`src/rtl/riscv_instr_arb_pkg.sv`:
```
// Shared types and helpers for the instruction-port arbiter.
//   ADDR_W      : width of instruction addresses and read data
//   MAX_REQ     : largest supported requester count (bounds rr_pick)
//   arb_state_e : address-phase FSM state (ARB = free to arbitrate,
//                 HOLD = a request is presented to memory and must stay stable)
//   rr_pick     : round-robin selection of the first requester at or after
//                 a pointer, wrapping at n
package riscv_instr_arb_pkg;

  localparam int ADDR_W  = 32;
  localparam int MAX_REQ = 8;

  typedef enum logic {
    ARB  = 1'b0,
    HOLD = 1'b1
  } arb_state_e;

  // Returns the first index k in ptr, ptr+1, ... (mod n) with req[k] set.
  // Returns 0 when nothing is requesting; callers qualify with |req.
  // ptr is always < n, so a single subtraction performs the wrap.
  function automatic logic [2:0] rr_pick(input logic [MAX_REQ-1:0] req,
                                         input logic [2:0]         ptr,
                                         input logic [3:0]         n);
    logic [2:0] pick;
    logic [3:0] idx;
    logic       found;
    pick  = '0;
    found = 1'b0;
    for (int i = 0; i < MAX_REQ; i++) begin
      if (4'(i) < n) begin
        idx = {1'b0, ptr} + 4'(i);
        if (idx >= n) begin
          idx = idx - n;
        end
        if (!found && req[idx[2:0]]) begin
          pick  = idx[2:0];
          found = 1'b1;
        end
      end
    end
    return pick;
  endfunction

endpackage

```
`src/rtl/riscv_instr_port_arbiter_if.sv`:
```
// Instruction-memory port shared by all fetch requesters.
// Signal names are seen from the arbiter side (_o driven by the arbiter,
// _i driven by memory).
//   instr_req_o     : address-phase request
//   instr_addr_o    : word address, valid while instr_req_o
//   instr_gnt_i     : memory accepts the address phase
//   instr_rvalid_i  : response valid (responses return in request order)
//   instr_rdata_i   : response data, qualified by instr_rvalid_i
//   instr_err_pmp_i : PMP error for the address phase presented this cycle
//
// Handshake: an address phase transfers in a cycle where instr_req_o and
// instr_gnt_i are both high. Once instr_req_o is raised without a grant,
// instr_addr_o holds its value until the grant arrives (unless the owning
// requester withdraws). Every transferred address phase, including one
// flagged by instr_err_pmp_i, is answered by exactly one instr_rvalid_i
// cycle, in order; instr_rvalid_i has no back-pressure.
interface riscv_instr_port_arbiter_if;
  import riscv_instr_arb_pkg::*;

  logic              instr_req_o;
  logic [ADDR_W-1:0] instr_addr_o;
  logic              instr_gnt_i;
  logic              instr_rvalid_i;
  logic [ADDR_W-1:0] instr_rdata_i;
  logic              instr_err_pmp_i;

  modport master (
    output instr_req_o,
    output instr_addr_o,
    input  instr_gnt_i,
    input  instr_rvalid_i,
    input  instr_rdata_i,
    input  instr_err_pmp_i
  );

  modport slave (
    input  instr_req_o,
    input  instr_addr_o,
    output instr_gnt_i,
    output instr_rvalid_i,
    output instr_rdata_i,
    output instr_err_pmp_i
  );

endinterface

```
`src/rtl/riscv_instr_arb_id_fifo.sv`:
```
// In-order FIFO of requester IDs for granted transactions awaiting rvalid.
//   clk, rst : clock, asynchronous active-high reset
//   push     : store push_id (ignored when full)
//   push_id  : requester ID of the transaction just granted
//   pop      : retire the head entry (ignored when empty)
//   head     : ID of the oldest outstanding transaction
//   full     : count == DEPTH
//   empty    : count == 0
//   count    : number of outstanding transactions
// head never reflects a same-cycle push: a push into an empty FIFO becomes
// visible only from the next cycle.
module riscv_instr_arb_id_fifo #(
  parameter int DEPTH = 2,
  parameter int ID_W  = 1
) (
  input  logic                       clk,
  input  logic                       rst,
  input  logic                       push,
  input  logic [ID_W-1:0]            push_id,
  input  logic                       pop,
  output logic [ID_W-1:0]            head,
  output logic                       full,
  output logic                       empty,
  output logic [$clog2(DEPTH+1)-1:0] count
);

  localparam int PTR_W = (DEPTH > 1) ? $clog2(DEPTH) : 1;
  localparam int CNT_W = $clog2(DEPTH + 1);

  logic [ID_W-1:0]  entries [DEPTH];
  logic [PTR_W-1:0] wr_ptr;
  logic [PTR_W-1:0] rd_ptr;
  logic [CNT_W-1:0] cnt;
  logic             push_ok;
  logic             pop_ok;

  // Pointers wrap at DEPTH, which need not be a power of two.
  function automatic logic [PTR_W-1:0] ptr_inc(input logic [PTR_W-1:0] p);
    return (p == PTR_W'(DEPTH - 1)) ? '0 : p + PTR_W'(1);
  endfunction

  assign full    = (cnt == CNT_W'(DEPTH));
  assign empty   = (cnt == '0);
  assign push_ok = push & ~full;
  assign pop_ok  = pop & ~empty;
  assign head    = entries[rd_ptr];
  assign count   = cnt;

  always_ff @(posedge clk or posedge rst) begin
    if (rst) begin
      for (int i = 0; i < DEPTH; i++) begin
        entries[i] <= '0;
      end
      wr_ptr <= '0;
      rd_ptr <= '0;
      cnt    <= '0;
    end else begin
      if (push_ok) begin
        entries[wr_ptr] <= push_id;
        wr_ptr          <= ptr_inc(wr_ptr);
      end
      if (pop_ok) begin
        rd_ptr <= ptr_inc(rd_ptr);
      end
      case ({push_ok, pop_ok})
        2'b10:   cnt <= cnt + CNT_W'(1);
        2'b01:   cnt <= cnt - CNT_W'(1);
        default: cnt <= cnt;
      endcase
    end
  end

endmodule

```
`src/rtl/riscv_instr_port_arbiter.sv`:
```
// Shares one instruction-memory port among NUM_REQ fetch requesters.
// Requester 0 is the core prefetch buffer; others may be a debug fetcher or
// a cache-refill engine. Address phases are arbitrated round-robin, the
// address is held stable until grant, and each in-order response is routed
// back to the requester that issued it.
//   clk, rst    : clock, asynchronous active-high reset
//   req_i       : per-requester address-phase request
//   addr_i      : per-requester word address, slice k = requester k
//   gnt_o       : per-requester grant (one-hot or zero)
//   rvalid_o    : per-requester response valid (one-hot or zero)
//   rdata_o     : response data shared by all requesters
//   err_o       : per-requester PMP error, driven together with the grant
//   mem         : instruction-memory port (master side)
//   busy_o      : memory request active or any transaction outstanding
//   proto_err_o : sticky, rvalid seen with nothing outstanding
//   dbg_state   : current address-phase FSM state
// All memory-facing and requester-facing paths are combinational (zero
// latency); while rst is high every output reads 0.
module riscv_instr_port_arbiter
  import riscv_instr_arb_pkg::*;
#(
  parameter int NUM_REQ = 2,
  parameter int MAX_OUT = 2
) (
  input  logic                      clk,
  input  logic                      rst,
  input  logic [NUM_REQ-1:0]        req_i,
  input  logic [NUM_REQ*ADDR_W-1:0] addr_i,
  output logic [NUM_REQ-1:0]        gnt_o,
  output logic [NUM_REQ-1:0]        rvalid_o,
  output logic [ADDR_W-1:0]         rdata_o,
  output logic [NUM_REQ-1:0]        err_o,
  riscv_instr_port_arbiter_if.master mem,
  output logic                      busy_o,
  output logic                      proto_err_o,
  output arb_state_e                dbg_state
);

  localparam int SEL_W = $clog2(NUM_REQ);
  localparam int CNT_W = $clog2(MAX_OUT + 1);

  arb_state_e        state_q;
  arb_state_e        state_d;
  logic [SEL_W-1:0]  sel_q;
  logic [SEL_W-1:0]  sel_d;
  logic [SEL_W-1:0]  rr_ptr;
  logic [SEL_W-1:0]  rr_d;
  logic [SEL_W-1:0]  pick;
  logic [2:0]        pick_raw;
  logic [SEL_W-1:0]  mem_sel;
  logic [SEL_W-1:0]  head_id;
  logic              mem_req;
  logic              push;
  logic              pop;
  logic              fifo_full;
  logic              fifo_empty;
  logic [CNT_W-1:0]  out_cnt;
  logic              proto_q;
  logic [ADDR_W-1:0] addr_arr [NUM_REQ];

  function automatic logic [SEL_W-1:0] next_ptr(input logic [SEL_W-1:0] p);
    return (p == SEL_W'(NUM_REQ - 1)) ? '0 : p + SEL_W'(1);
  endfunction

  for (genvar k = 0; k < NUM_REQ; k++) begin : g_addr
    assign addr_arr[k] = addr_i[k*ADDR_W +: ADDR_W];
  end

  assign pick_raw = rr_pick(MAX_REQ'(req_i), 3'(rr_ptr), 4'(NUM_REQ));
  assign pick     = SEL_W'(pick_raw);

  // ---------------------------------------------------------------------
  // Address-phase FSM
  // ---------------------------------------------------------------------
  always_ff @(posedge clk or posedge rst) begin
    if (rst) begin
      state_q <= ARB;
      sel_q   <= '0;
      rr_ptr  <= '0;
    end else begin
      state_q <= state_d;
      sel_q   <= sel_d;
      rr_ptr  <= rr_d;
    end
  end

  always_comb begin
    state_d = state_q;
    sel_d   = sel_q;
    rr_d    = rr_ptr;
    mem_req = 1'b0;
    mem_sel = sel_q;
    push    = 1'b0;
    case (state_q)
      ARB: begin
        // fifo_full is the registered count, so a pop in this same cycle
        // does not let a new request through.
        if (!fifo_full && (|req_i)) begin
          mem_req = 1'b1;
          mem_sel = pick;
          if (mem.instr_gnt_i) begin
            push = 1'b1;
            rr_d = next_ptr(pick);
          end else begin
            sel_d   = pick;
            state_d = HOLD;
          end
        end
      end
      HOLD: begin
        // HOLD is only entered below MAX_OUT and nothing is pushed while
        // in it, so there is always room for the held transaction.
        if (!req_i[sel_q]) begin
          state_d = ARB;
        end else begin
          mem_req = 1'b1;
          if (mem.instr_gnt_i) begin
            push    = 1'b1;
            rr_d    = next_ptr(sel_q);
            state_d = ARB;
          end
        end
      end
      default: begin
        state_d = ARB;
      end
    endcase
  end

  // ---------------------------------------------------------------------
  // Outstanding-transaction tracking
  // ---------------------------------------------------------------------
  assign pop = mem.instr_rvalid_i & ~fifo_empty;

  riscv_instr_arb_id_fifo #(
    .DEPTH (MAX_OUT),
    .ID_W  (SEL_W)
  ) u_id_fifo (
    .clk     (clk),
    .rst     (rst),
    .push    (push),
    .push_id (mem_sel),
    .pop     (pop),
    .head    (head_id),
    .full    (fifo_full),
    .empty   (fifo_empty),
    .count   (out_cnt)
  );

  // An rvalid with nothing outstanding cannot be routed; it is dropped and
  // flagged until the next reset.
  always_ff @(posedge clk or posedge rst) begin
    if (rst) begin
      proto_q <= 1'b0;
    end else if (mem.instr_rvalid_i && fifo_empty) begin
      proto_q <= 1'b1;
    end
  end

  // ---------------------------------------------------------------------
  // Output muxing
  // ---------------------------------------------------------------------
  assign mem.instr_req_o  = mem_req & ~rst;
  assign mem.instr_addr_o = (mem_req && !rst) ? addr_arr[mem_sel] : '0;

  always_comb begin
    gnt_o    = '0;
    rvalid_o = '0;
    err_o    = '0;
    rdata_o  = '0;
    if (!rst) begin
      gnt_o[mem_sel]    = push;
      rvalid_o[head_id] = pop;
      err_o             = gnt_o & {NUM_REQ{mem.instr_err_pmp_i}};
      rdata_o           = mem.instr_rdata_i;
    end
  end

  assign busy_o      = ~rst & (mem_req | (out_cnt != '0));
  assign proto_err_o = proto_q;
  assign dbg_state   = state_q;

endmodule
```
`src/flat_wrapper.sv`:
```
// flat-port wrapper written by rule: the top's interface ports become plain ports
module riscv_instr_port_arbiter_flat import riscv_instr_arb_pkg::*;
#(
  parameter int NUM_REQ = 2,
  parameter int MAX_OUT = 2
)
  (clk, rst, req_i, addr_i, gnt_o, rvalid_o, rdata_o, err_o, busy_o, proto_err_o, dbg_state, mem_instr_req_o, mem_instr_addr_o, mem_instr_gnt_i, mem_instr_rvalid_i, mem_instr_rdata_i, mem_instr_err_pmp_i);
  riscv_instr_port_arbiter_if mem_i ();
  input  logic clk;
  input  logic rst;
  input  logic [NUM_REQ-1:0] req_i;
  input  logic [NUM_REQ*ADDR_W-1:0] addr_i;
  output logic [NUM_REQ-1:0] gnt_o;
  output logic [NUM_REQ-1:0] rvalid_o;
  output logic [ADDR_W-1:0] rdata_o;
  output logic [NUM_REQ-1:0] err_o;
  output logic busy_o;
  output logic proto_err_o;
  output arb_state_e dbg_state;
  output wire logic [$bits(mem_i.instr_req_o)-1:0] mem_instr_req_o;
  output wire logic [$bits(mem_i.instr_addr_o)-1:0] mem_instr_addr_o;
  input wire logic [$bits(mem_i.instr_gnt_i)-1:0] mem_instr_gnt_i;
  input wire logic [$bits(mem_i.instr_rvalid_i)-1:0] mem_instr_rvalid_i;
  input wire logic [$bits(mem_i.instr_rdata_i)-1:0] mem_instr_rdata_i;
  input wire logic [$bits(mem_i.instr_err_pmp_i)-1:0] mem_instr_err_pmp_i;
  assign mem_instr_req_o = mem_i.instr_req_o;
  assign mem_instr_addr_o = mem_i.instr_addr_o;
  assign mem_i.instr_gnt_i = mem_instr_gnt_i;
  assign mem_i.instr_rvalid_i = mem_instr_rvalid_i;
  assign mem_i.instr_rdata_i = mem_instr_rdata_i;
  assign mem_i.instr_err_pmp_i = mem_instr_err_pmp_i;
  riscv_instr_port_arbiter #(.NUM_REQ(NUM_REQ), .MAX_OUT(MAX_OUT)) u_core (.clk(clk), .rst(rst), .req_i(req_i), .addr_i(addr_i), .gnt_o(gnt_o), .rvalid_o(rvalid_o), .rdata_o(rdata_o), .err_o(err_o), .mem(mem_i), .busy_o(busy_o), .proto_err_o(proto_err_o), .dbg_state(dbg_state));
endmodule
```
`config.mk`:
```
export PLATFORM = sky130hd
export DESIGN_NAME = riscv_instr_port_arbiter_flat
export DESIGN_NICKNAME = d
export VERILOG_FILES = /design/src/rtl/riscv_instr_arb_pkg.sv /design/src/rtl/riscv_instr_port_arbiter_if.sv /design/src/rtl/riscv_instr_arb_id_fifo.sv /design/src/rtl/riscv_instr_port_arbiter.sv /design/src/flat_wrapper.sv
export SDC_FILE = /design/constraint.sdc
export NUM_CORES = 1
export LEC_CHECK = 0
export CAP_MARGIN = 20
export CORE_ASPECT_RATIO = 0.6
export CORE_UTILIZATION = 27
export DETAILED_ROUTE_END_ITERATION = 10
export GPL_TIMING_DRIVEN = 0
export PLACE_DENSITY = 0.95
export SLEW_MARGIN = 20
export SYNTH_ARGS = -nofsm -noshare
export SYNTH_HDL_FRONTEND = slang
export SYNTH_HIERARCHICAL = 1
export SYNTH_SLANG_ARGS = --single-unit
export TNS_END_PERCENT = 50
```
`constraint.sdc`:
```
create_clock -name clk -period 4.8 [get_ports clk]
set_clock_uncertainty 0.05 [all_clocks]
set_input_delay 0.96 -clock clk [delete_from_list [all_inputs] [get_ports clk]]
set_output_delay 0.96 -clock clk [all_outputs]
set_load 0.005 [all_outputs]
```
==> results of run 1 <==
cell usage in the layout (no fill, tap or decap), drive strengths merged, types with 2 or more instances in the layout:
| master | n |
|---|---|
| a21boi | 2 |
| a21oi | 35 |
| buf | 10 |
| clkbuf | 7 |
| clkdlybuf4s50 | 176 |
| dfrtp | 10 |
| inv | 8 |
| mux2 | 3 |
| nand2 | 67 |
| nand2b | 2 |
| nor2 | 6 |
| nor2b | 34 |
| nor3 | 5 |
| nor3b | 2 |
| o21ai | 3 |
| xnor2 | 3 |
| xor2 | 2 |
layout make-up:
cell class	instances	area, µm²
Tap cell	63	78.8
Buffer	13	97.6
Clock buffer	4	55.1
Sequential cell	10	250
Multi-Input combinational cell	173	913
Timing Repair Buffer	176	1760
Fill cell	377	1400
Inverter	8	30.0
state kept, by name (all words and copies together), names as in the netlist:
register                  flops
u_core/u_id_fifo/count        2
u_core/proto_err_o            1
u_core/u_id_fifo/rd_ptr       1
u_core/u_id_fifo/entries      2
u_core/sel_q                  1
u_core/dbg_state              1
u_core/u_id_fifo/wr_ptr       1
u_core/rr_ptr                 1
per-stage QoR:
| step | std cells | hold slack, ps | area, µm² | power (mW) |
|---|---|---|---|---|
| after floorplan | 204 | 400 | 1290 | 0.564 |
| after global routing | 447 | 433 | 3190 | 1.13 |
| after CTS | 447 | 418 | 3190 | 1.04 |
| after global placement | 443 | 390 | 3130 | 0.909 |
| after detailed placement | 443 | 407 | 3130 | 0.932 |
| final | 447 | 417 | 3190 | 1.04 |
cell families after synthesis:
kind of cell | share of synthesized area, %
fa+ha+maj | 0.969
compound gates | 19.7
simple gates | 44.1
flops | 19.4
mux | 2.62
xor+xnor | 3.39
buf+inv | 9.88
routing by layer:
metal	up-vias	track usage (%)	share of wire, %
met1	929	32.0	44
met2	64	41.2	49
met4	0	3.85	0.44
met5	-	0	0
met3	2	5.10	6.1
li1	1017	-	-
Yosys cell counts:
cell type / n / share of area [%]
a21boi_0: 2 / 1.2
nand2_1: 67 / 19
nand3b_1: 1 / 0.58
dfrtp_1: 10 / 19
a21oi_1: 34 / 13
xnor2_1: 3 / 2.0
inv_1: 7 / 2.0
nor2b_1: 34 / 16
o21ai_0: 3 / 1.2
nand3_1: 1 / 0.39
mux2_1: 1 / 0.87
nand2b_1: 1 / 0.48
clkbuf_1: 3 / 0.87
o221ai_2: 1 / 1.2
inv_2: 1 / 0.29
buf_8: 3 / 3.5
and3_1: 1 / 0.48
a21o_1: 1 / 0.58
nor3_1: 5 / 1.9
ha_1: 1 / 0.97
mux2_2: 2 / 1.7
nand2b_2: 1 / 0.68
nor3b_1: 2 / 1.2
o31ai_1: 1 / 0.58
a21oi_2: 1 / 0.68
buf_2: 6 / 2.3
xor2_1: 2 / 1.4
or3b_1: 1 / 0.68
buf_6: 1 / 0.87
nor2_1: 6 / 1.7
o2bb2ai_2: 1 / 1.2
worst reg2reg max path: stages, from the launching register on:
cell	delay (ps)
dfrtp_1	430
nand2b_2	240
inv_1	130
inv_1	70
o221ai_2	320
nor2_1	130
nand2_1	120
ha_1	260
nor2_1	150
xor2_1	170
power by group:
| part | internal [mW] | switching [mW] |
|---|---|---|
| Clock | 0.0723 | 0.0356 |
| Combinational | 0.414 | 0.356 |
| Sequential | 0.124 | 0.0392 |
| Total | 0.611 | 0.431 |
path summary, 6_finish.rpt:
path / start / endpoint / cells after the start
min in group asynchronous: rst / u_core/sel_q / 2
worst min-delay path: u_core/proto_err_o / u_core/proto_err_o / 1
worst min register to register: u_core/proto_err_o / u_core/proto_err_o / 1
worst max-delay path: req_i[0] / err_o[0] / 7
max in group asynchronous: rst / u_core/u_id_fifo/count[1] / 2
worst max register to register: u_core/u_id_fifo/count[0] / u_core/u_id_fifo/count[1] / 9
==> run summary, run 1 <==
Routability cong. = 0.828
Core region area = 0.00459 mm²
Dpl ws = 623 ps
Outcome = completed
Maximum VDD drop = 0.000167 V
Number of H-tree levels = 1
Post-Syn Area = 0.00129 mm²
DR iter-0 viols = 71
Worst-margin pin slew = 428 ps
Worst Path Required = 3790 ps
Nets = 489
Synthesis-stage register bit count = 10
Clk root buf = clkbuf_8
Vias in the first global route = 1904
Num rows = 19
Sequential element share of the synthesized area = 19.4%
Setup TNS = 0 ps
Total die area = 0.00507 mm²
Gr usage total = 24.1%
Setup ws final = 638 ps
Pwr Density = 327 mW/mm²
Post-route ant nets = 0
Clock Sinks = 10
Global-route wire length before repair = 9720 µm
Arr. time, crit path = 3150 ps
Routed vias = 2012
Gr ovfl total = 0
Largest net degree at the start of global routing = 12
Vias per cell = 4.50
Crit-path slowest cell = clkdlybuf4s50_1
Yosys synthesis warning count = 6
Largest delay share family, worst path = buffers and inverters
Critical Path Sink Type = output pin
Final setup fails = 0
Starting Density = 28.1%
Synth Instances = 204
Avg Cell Area, Syn = 6.33 µm²
Maximum buffer depth of the clock tree = 2
Distinct cells, synth = 31
Crit-path max FO = 11
Ports = 177
Final core utilization = 69.5%
Initial antenna violation count = 0
Syn_nets = 308
Detailed Routing Iterations Pass 1 = 4
CP Launch Type = input pin
Hold Path Class = reg -> reg
HPWL after DPL = 5150 µm
Pleak = 1.27 nW
RSZ-0062 raised after global routing = false
Die X = 91.3 µm
Final period utilization = 86.7%
CTS resizes = 0
Fin. max-slew vios = 0
Reg2Reg Setup Slack = 2650 ps
WP buf/inv = 4
Crit-path max cell delay = 550 ps
Residual DRC count = 0
Max Clock Freq = 240 MHz
Input/output buffers = 176
CTS Buf Count = 3
Crit Path Class = in -> out
Die Ht = 55.6 µm
Post-layout min period = 4160 ps
Routed len/inst = 13.6 µm
Fin. Hold Viols = 0
Max_cap viols = 0
Routed wire length = 6100 µm
Hold Buf Count CTS = 0
CP Cell Sequence = clkdlybuf4s50_1 > a21boi_0 > o2bb2ai_2 > inv_2 > buf_2 > nor3_1 > clkdlybuf4s50_1
Antenna fix cells = 0
Setup repair bufs after CTS = 0
P&R area growth vs syn = 147%
CP dominant cell by count = clkdlybuf4s50_1
Register clock-pin slew on the reported worst setup and hold paths = 50 ps
Ratio of cells with drive above 1 in the final layout = 5.47%
Relative slew slack = 71.5%
CTS tree = yes
Clk_lat worst skew = 240 ps
No activity file was read; power rests on OpenSTA's default activity.
==> inputs of run 2 (changes only) <==
- GPL_ROUTABILITY_DRIVEN: default -> 0
- SLEW_MARGIN: 20 -> default
==> results of run 2 <==
Final layout, timing and power as in run 1 (identical DEF).
